## config.mk

```make
export PLATFORM = sky130hd
export DESIGN_NAME = pipelined_cla_adder
export DESIGN_NICKNAME = d
export VERILOG_FILES = /design/src/rtl/pipelined_cla_adder.sv
export SDC_FILE = /design/constraint.sdc
export NUM_CORES = 1
export LEC_CHECK = 0
export ABC_AREA = 1
export CAP_MARGIN = 15
export CORE_MARGIN = 2
export CORE_UTILIZATION = 60
export CTS_CLUSTER_SIZE = 28
export DETAILED_ROUTE_END_ITERATION = 8
export PLACE_DENSITY = 0.93
export RECOVER_POWER = 100
export SETUP_SLACK_MARGIN = 0.05
export SYNTH_ARGS = -nofsm -noshare
export SYNTH_HDL_FRONTEND = slang
export SYNTH_SLANG_ARGS = --single-unit
```

## constraint.sdc

```tcl
create_clock -name clk -period 15.1 [get_ports clk]
set_input_delay 2.265 -clock clk [delete_from_list [all_inputs] [get_ports clk]]
set_output_delay 2.265 -clock clk [all_outputs]
set_load 0.05 [all_outputs]
```

## src/rtl/pipelined_cla_adder.sv

```systemverilog
`default_nettype none
// ============================================================================
// Module   : pipelined_cla_adder
// Brief    : Pipelined carry-lookahead adder/subtractor. One CHUNK-bit slice
//            is resolved per stage, and the inter-slice carry is registered.
//            Valid/ready flow control is provided on both sides.
// Revision : 1.0 - initial release
// ============================================================================
module pipelined_cla_adder #(
    parameter int WIDTH = 32,
    parameter int CHUNK = 8
) (
    input  logic             clk,
    input  logic             rst,
    input  logic             in_valid,
    output logic             in_ready,
    input  logic [WIDTH-1:0] a,
    input  logic [WIDTH-1:0] b,
    input  logic             cin,
    input  logic             sub,
    output logic             out_valid,
    input  logic             out_ready,
    output logic [WIDTH-1:0] sum,
    output logic             cout,
    output logic             ovf,
    output logic             zero
);

    localparam int STAGES = WIDTH / CHUNK;

    // Slice adder with generate/propagate lookahead; returns {carry_out, sum}.
    function automatic logic [CHUNK:0] f_slice_add(
        input logic [CHUNK-1:0] x,
        input logic [CHUNK-1:0] y,
        input logic             ci
    );
        logic [CHUNK:0]   c;
        logic [CHUNK-1:0] g;
        logic [CHUNK-1:0] p;
        logic [CHUNK-1:0] s;
        g    = x & y;
        p    = x | y;
        c    = '0;
        c[0] = ci;
        for (int i = 0; i < CHUNK; i++) begin
            c[i+1] = g[i] | (p[i] & c[i]);
        end
        s = x ^ y ^ c[CHUNK-1:0];
        return {c[CHUNK], s};
    endfunction

    logic              w_adv;
    logic [WIDTH-1:0]  w_b_eff;
    logic              w_c_eff;
    logic [CHUNK:0]    w_slice  [STAGES];
    logic [WIDTH-1:0]  w_a_nx   [STAGES];
    logic [WIDTH-1:0]  w_b_nx   [STAGES];
    logic [WIDTH-1:0]  w_sum_nx [STAGES];
    logic [STAGES-1:0] w_c_nx;
    logic              w_ovf;
    logic              w_zero;

    logic [STAGES-1:0] r_valid;
    logic [STAGES-1:0] r_c;
    logic [WIDTH-1:0]  r_a   [STAGES];
    logic [WIDTH-1:0]  r_b   [STAGES];
    logic [WIDTH-1:0]  r_sum [STAGES];
    logic              r_ovf;
    logic              r_zero;

    assign w_adv    = !r_valid[STAGES-1] || out_ready;
    assign in_ready = w_adv && !rst;
    assign w_b_eff  = sub ? ~b : b;
    assign w_c_eff  = sub | cin;

    // Stage k consumes slice k of the operands it carries; lower sum slices
    // ride along untouched and upper operand slices wait for later stages.
    always_comb begin : p_stage_next
        w_slice[0]  = f_slice_add(a[CHUNK-1:0], w_b_eff[CHUNK-1:0], w_c_eff);
        w_a_nx[0]   = a;
        w_b_nx[0]   = w_b_eff;
        w_sum_nx[0] = '0;
        w_sum_nx[0][CHUNK-1:0] = w_slice[0][CHUNK-1:0];
        w_c_nx      = '0;
        w_c_nx[0]   = w_slice[0][CHUNK];
        for (int k = 1; k < STAGES; k++) begin
            w_slice[k]  = f_slice_add(r_a[k-1][k*CHUNK +: CHUNK],
                                      r_b[k-1][k*CHUNK +: CHUNK],
                                      r_c[k-1]);
            w_a_nx[k]   = r_a[k-1];
            w_b_nx[k]   = r_b[k-1];
            w_sum_nx[k] = r_sum[k-1];
            w_sum_nx[k][k*CHUNK +: CHUNK] = w_slice[k][CHUNK-1:0];
            w_c_nx[k]   = w_slice[k][CHUNK];
        end
        w_ovf  = (w_a_nx[STAGES-1][WIDTH-1] == w_b_nx[STAGES-1][WIDTH-1]) &&
                 (w_sum_nx[STAGES-1][WIDTH-1] != w_a_nx[STAGES-1][WIDTH-1]);
        w_zero = ~|w_sum_nx[STAGES-1];
    end

    // Whole pipeline advances together; a stalled output freezes every stage.
    always_ff @(posedge clk) begin
        if (rst) begin
            r_valid <= '0;
            r_c     <= '0;
            r_ovf   <= 1'b0;
            r_zero  <= 1'b0;
            for (int k = 0; k < STAGES; k++) begin
                r_a[k]   <= '0;
                r_b[k]   <= '0;
                r_sum[k] <= '0;
            end
        end else if (w_adv) begin
            r_valid[0] <= in_valid;
            for (int k = 1; k < STAGES; k++) begin
                r_valid[k] <= r_valid[k-1];
            end
            r_c    <= w_c_nx;
            r_ovf  <= w_ovf;
            r_zero <= w_zero;
            for (int k = 0; k < STAGES; k++) begin
                r_a[k]   <= w_a_nx[k];
                r_b[k]   <= w_b_nx[k];
                r_sum[k] <= w_sum_nx[k];
            end
        end
    end

    assign out_valid = r_valid[STAGES-1];
    assign sum       = r_sum[STAGES-1];
    assign cout      = r_c[STAGES-1];
    assign ovf       = r_ovf;
    assign zero      = r_zero;

endmodule
`default_nettype wire

```

==> flow_metrics.tcl <==
set metrics [dict create \
    worstPathArrival_ns 9.08 \
    num_vias 4529 \
    netlist_instances 682 \
    maxSlewViolCount 379 \
    dieArea_um2 14700 \
    start_util_pct 61.9 \
    worstMarginPinSlew_ns 3.50 \
    grt_pass1_vias 4588 \
    gp_congestion 0.795 \
    place_area_um2 9330 \
    antenna_found_initial 0 \
    synth-simple-area-share_pct 10.1 \
    cts_buffers 17 \
    dr.pass1.iters 5 \
    nNetsFinal 891 \
    drt_iter0_markers 300 \
    io_pins 107 \
    via_per_inst 4.64 \
    wl_per_cell_um 13.0 \
    fillers 869 \
    dp_hpwl_um 8220 \
    syn_to_final_growth_pct 18.8 \
    synth_top_family_by_area "buffers and inverters" \
    grt_max_degree 122 \
    max_freq_mhz 110 \
    yosysWarnings 0 \
    drv_cap 6 \
    p_comb_share_pct 11.6 \
    power_frac_seq_pct 54.1 \
    ctsResizeCount 0 \
    regToRegSetupSlack_ns 8.00 \
    core_um2 13300 \
    routed_wl_um 12700 \
    fp.dieW_um 121 \
    drive_above_1_share_pct 4.24 \
    final_area_um2 9810 \
    vdd_drop_max_mv 0.0781 \
    syn_nets 785 \
    tritoncts "yes" \
    synth_xor_area_share_pct 3.39 \
    drc 0 \
    syn_area_per_cell_um2 12.1 \
    swShare_pct 23.6 \
    synth.distinct_cells 21 \
    grt_setup_unrepaired "no" \
    violations "max-capacitance violations, max-slew violations" \
    crit_path_end_kind "register" \
    hold_violations 0 \
    synth_adder_area_share_pct 7.91 \
    register_area_um2 5490 \
    layout_common_cells "nor2_1 (195), inv_1 (179), edfxtp_1 (176)" \
    hold_class "register to register" \
    drtAntennaViolNets 0 \
    p_leak_nw 4.18 \
    clockBufferDepth 2 \
    clkPwrFrac_pct 34.2 \
    overflow 0 \
    path_max_fanout 87 \
    holdBufCountCts 0 \
    cp_data_required_time_ns 15.05 \
    internal_power_w 0.000873 \
    layout_commonest_cell "nor2_1" \
    clkSlewWorstSetupHoldPaths_ns 0.06 \
    io_buffer_count 106 \
    clk_latency_ns 0.42 \
    startpoint_type "input port" \
    die_y_um 121 \
    slew_headroom_pct -133 \
    finalCritPeriodShare_pct 60.4 \
    clockRootBuffer "clkbuf_16" \
    grt_usage_pct 19.2 \
    final-setup-viol-count 0 \
    ys_seq_elements 186 \
    synthMuxAreaShare_pct 0 \
    powerDensity_nw_per_um2 116 \
    skew_ns 0.00607 \
    diodes 0 \
    rows 42 \
    post_cts_buffers 0 \
    worstSetupPathType "input port to register" \
    p_switching_w 0.000270 \
    grt_pass1_wl_um 21200 \
    fin_crit_ns 9.13 \
    fin_tns_setup_ns 0 \
    h-tree-depth 4 \
    netlist_area_um2 8260 \
    status "finished with violations" \
    synth_compound_area_share_pct 1.08 \
    cts_sinks 186 \
    multi_input_area_um2 1840 \
    seq_area_frac_synth_pct 66.4 \
]
cell usage after synthesis:
| cell type | instances | area [um^2] |
|---|---|---|
| a21oi_1 | 1 | 5.00 |
| buf_2 | 3 | 15.0 |
| buf_4 | 2 | 15.0 |
| buf_6 | 19 | 214 |
| dfxtp_1 | 10 | 200 |
| edfxtp_1 | 176 | 5290 |
| fa_1 | 32 | 641 |
| ha_1 | 1 | 12.5 |
| inv_1 | 179 | 672 |
| inv_2 | 1 | 3.75 |
| nand2_1 | 14 | 52.6 |
| nand3_1 | 5 | 25.0 |
| nor2_1 | 193 | 724 |
| nor2_4 | 2 | 22.5 |
| o21ai_0 | 6 | 30.0 |
| o21ai_2 | 1 | 8.76 |
| o21bai_1 | 1 | 7.51 |
| o22ai_2 | 3 | 37.5 |
| or2_2 | 1 | 6.26 |
| xnor2_1 | 28 | 245 |
| xor2_1 | 4 | 35.0 |
layout make-up:
type                    count  area share, %
flip-flops and latches    186           55.9
multi-input cells         292           18.7
repair buffers            111           11.0
inverters                 180           6.90
clock buffers              22           4.53
well taps                 176           2.24
clock inverters            10          0.752
power groups by stage:
stage / Combinational [W] / Clock, W / Sequential (W)
after floorplan: 0.0000719 / 0 / 0.000645
after global placement: 0.000126 / 0 / 0.000627
after detailed placement: 0.000134 / 0 / 0.000630
after CTS: 0.000136 / 0.000398 / 0.000619
after global routing: 0.000150 / 0.000421 / 0.000622
final: 0.000133 / 0.000391 / 0.000619
state kept, by name, indices dropped and copies added, names as in the netlist:
| register | flops |
|---|---|
| r_c | 4 |
| r_valid | 4 |
| r_sum | 80 |
| r_b | 48 |
| r_a | 48 |
| ovf | 1 |
| zero | 1 |
worst paths after layout:
check	from	end	depth (start not counted)
setup / recovery	out_ready	r_a[0][12]	5
hold / removal	r_valid[2]	r_valid[2]	2
setup reg to reg	r_valid[3]	r_a[0][12]	5
hold reg to reg	r_valid[2]	r_valid[2]	2
critical path, cell delays in order:
cell           delay [ns]
dlygate4sd3_1        0.53
nor2_1               0.09
nand2_1              2.42
clkbuf_1             1.15
clkbuf_1             2.54
cells by family (layout without fill, tap and decap cells):
| family | Yosys count | count (layout) |
|---|---|---|
| buffers and inverters | 204 | 323 |
| AO/OA/AOI/OAI | 12 | 12 |
| XOR/XNOR | 32 | 32 |
| flip-flops | 186 | 186 |
| AND/OR/NAND/NOR | 215 | 215 |
| adder cells (fa/ha/maj) | 33 | 33 |
through the flow:
| stage | util, % | setup slack, ns | power [W] | instances | hold WS, ns |
|---|---|---|---|---|---|
| global route | 73.5 | 5.25 | 0.00119 | 977 | 0.506 |
| detailed placement | 69.9 | 8.77 | 0.000763 | 943 | 0.478 |
| global placement | 69.9 | 8.90 | 0.000754 | 943 | 0.468 |
| finish | 73.5 | 5.97 | 0.00114 | 977 | 0.487 |
| CTS | 73.7 | 8.86 | 0.00115 | 975 | 0.488 |
| floorplan | - | 8.19 | 0.000717 | 682 | 0.455 |
per-layer routing:
layer | part of all wire [%] | up-vias | global-route usage, %
li1 | - | 2273 | -
met1 | 40 | 2090 | 23.5
met2 | 53 | 136 | 32.7
met3 | 4.0 | 30 | 4.23
met4 | 2.8 | 0 | 9.12
met5 | 0 | - | 0
(Power assumes the default switching activity.)
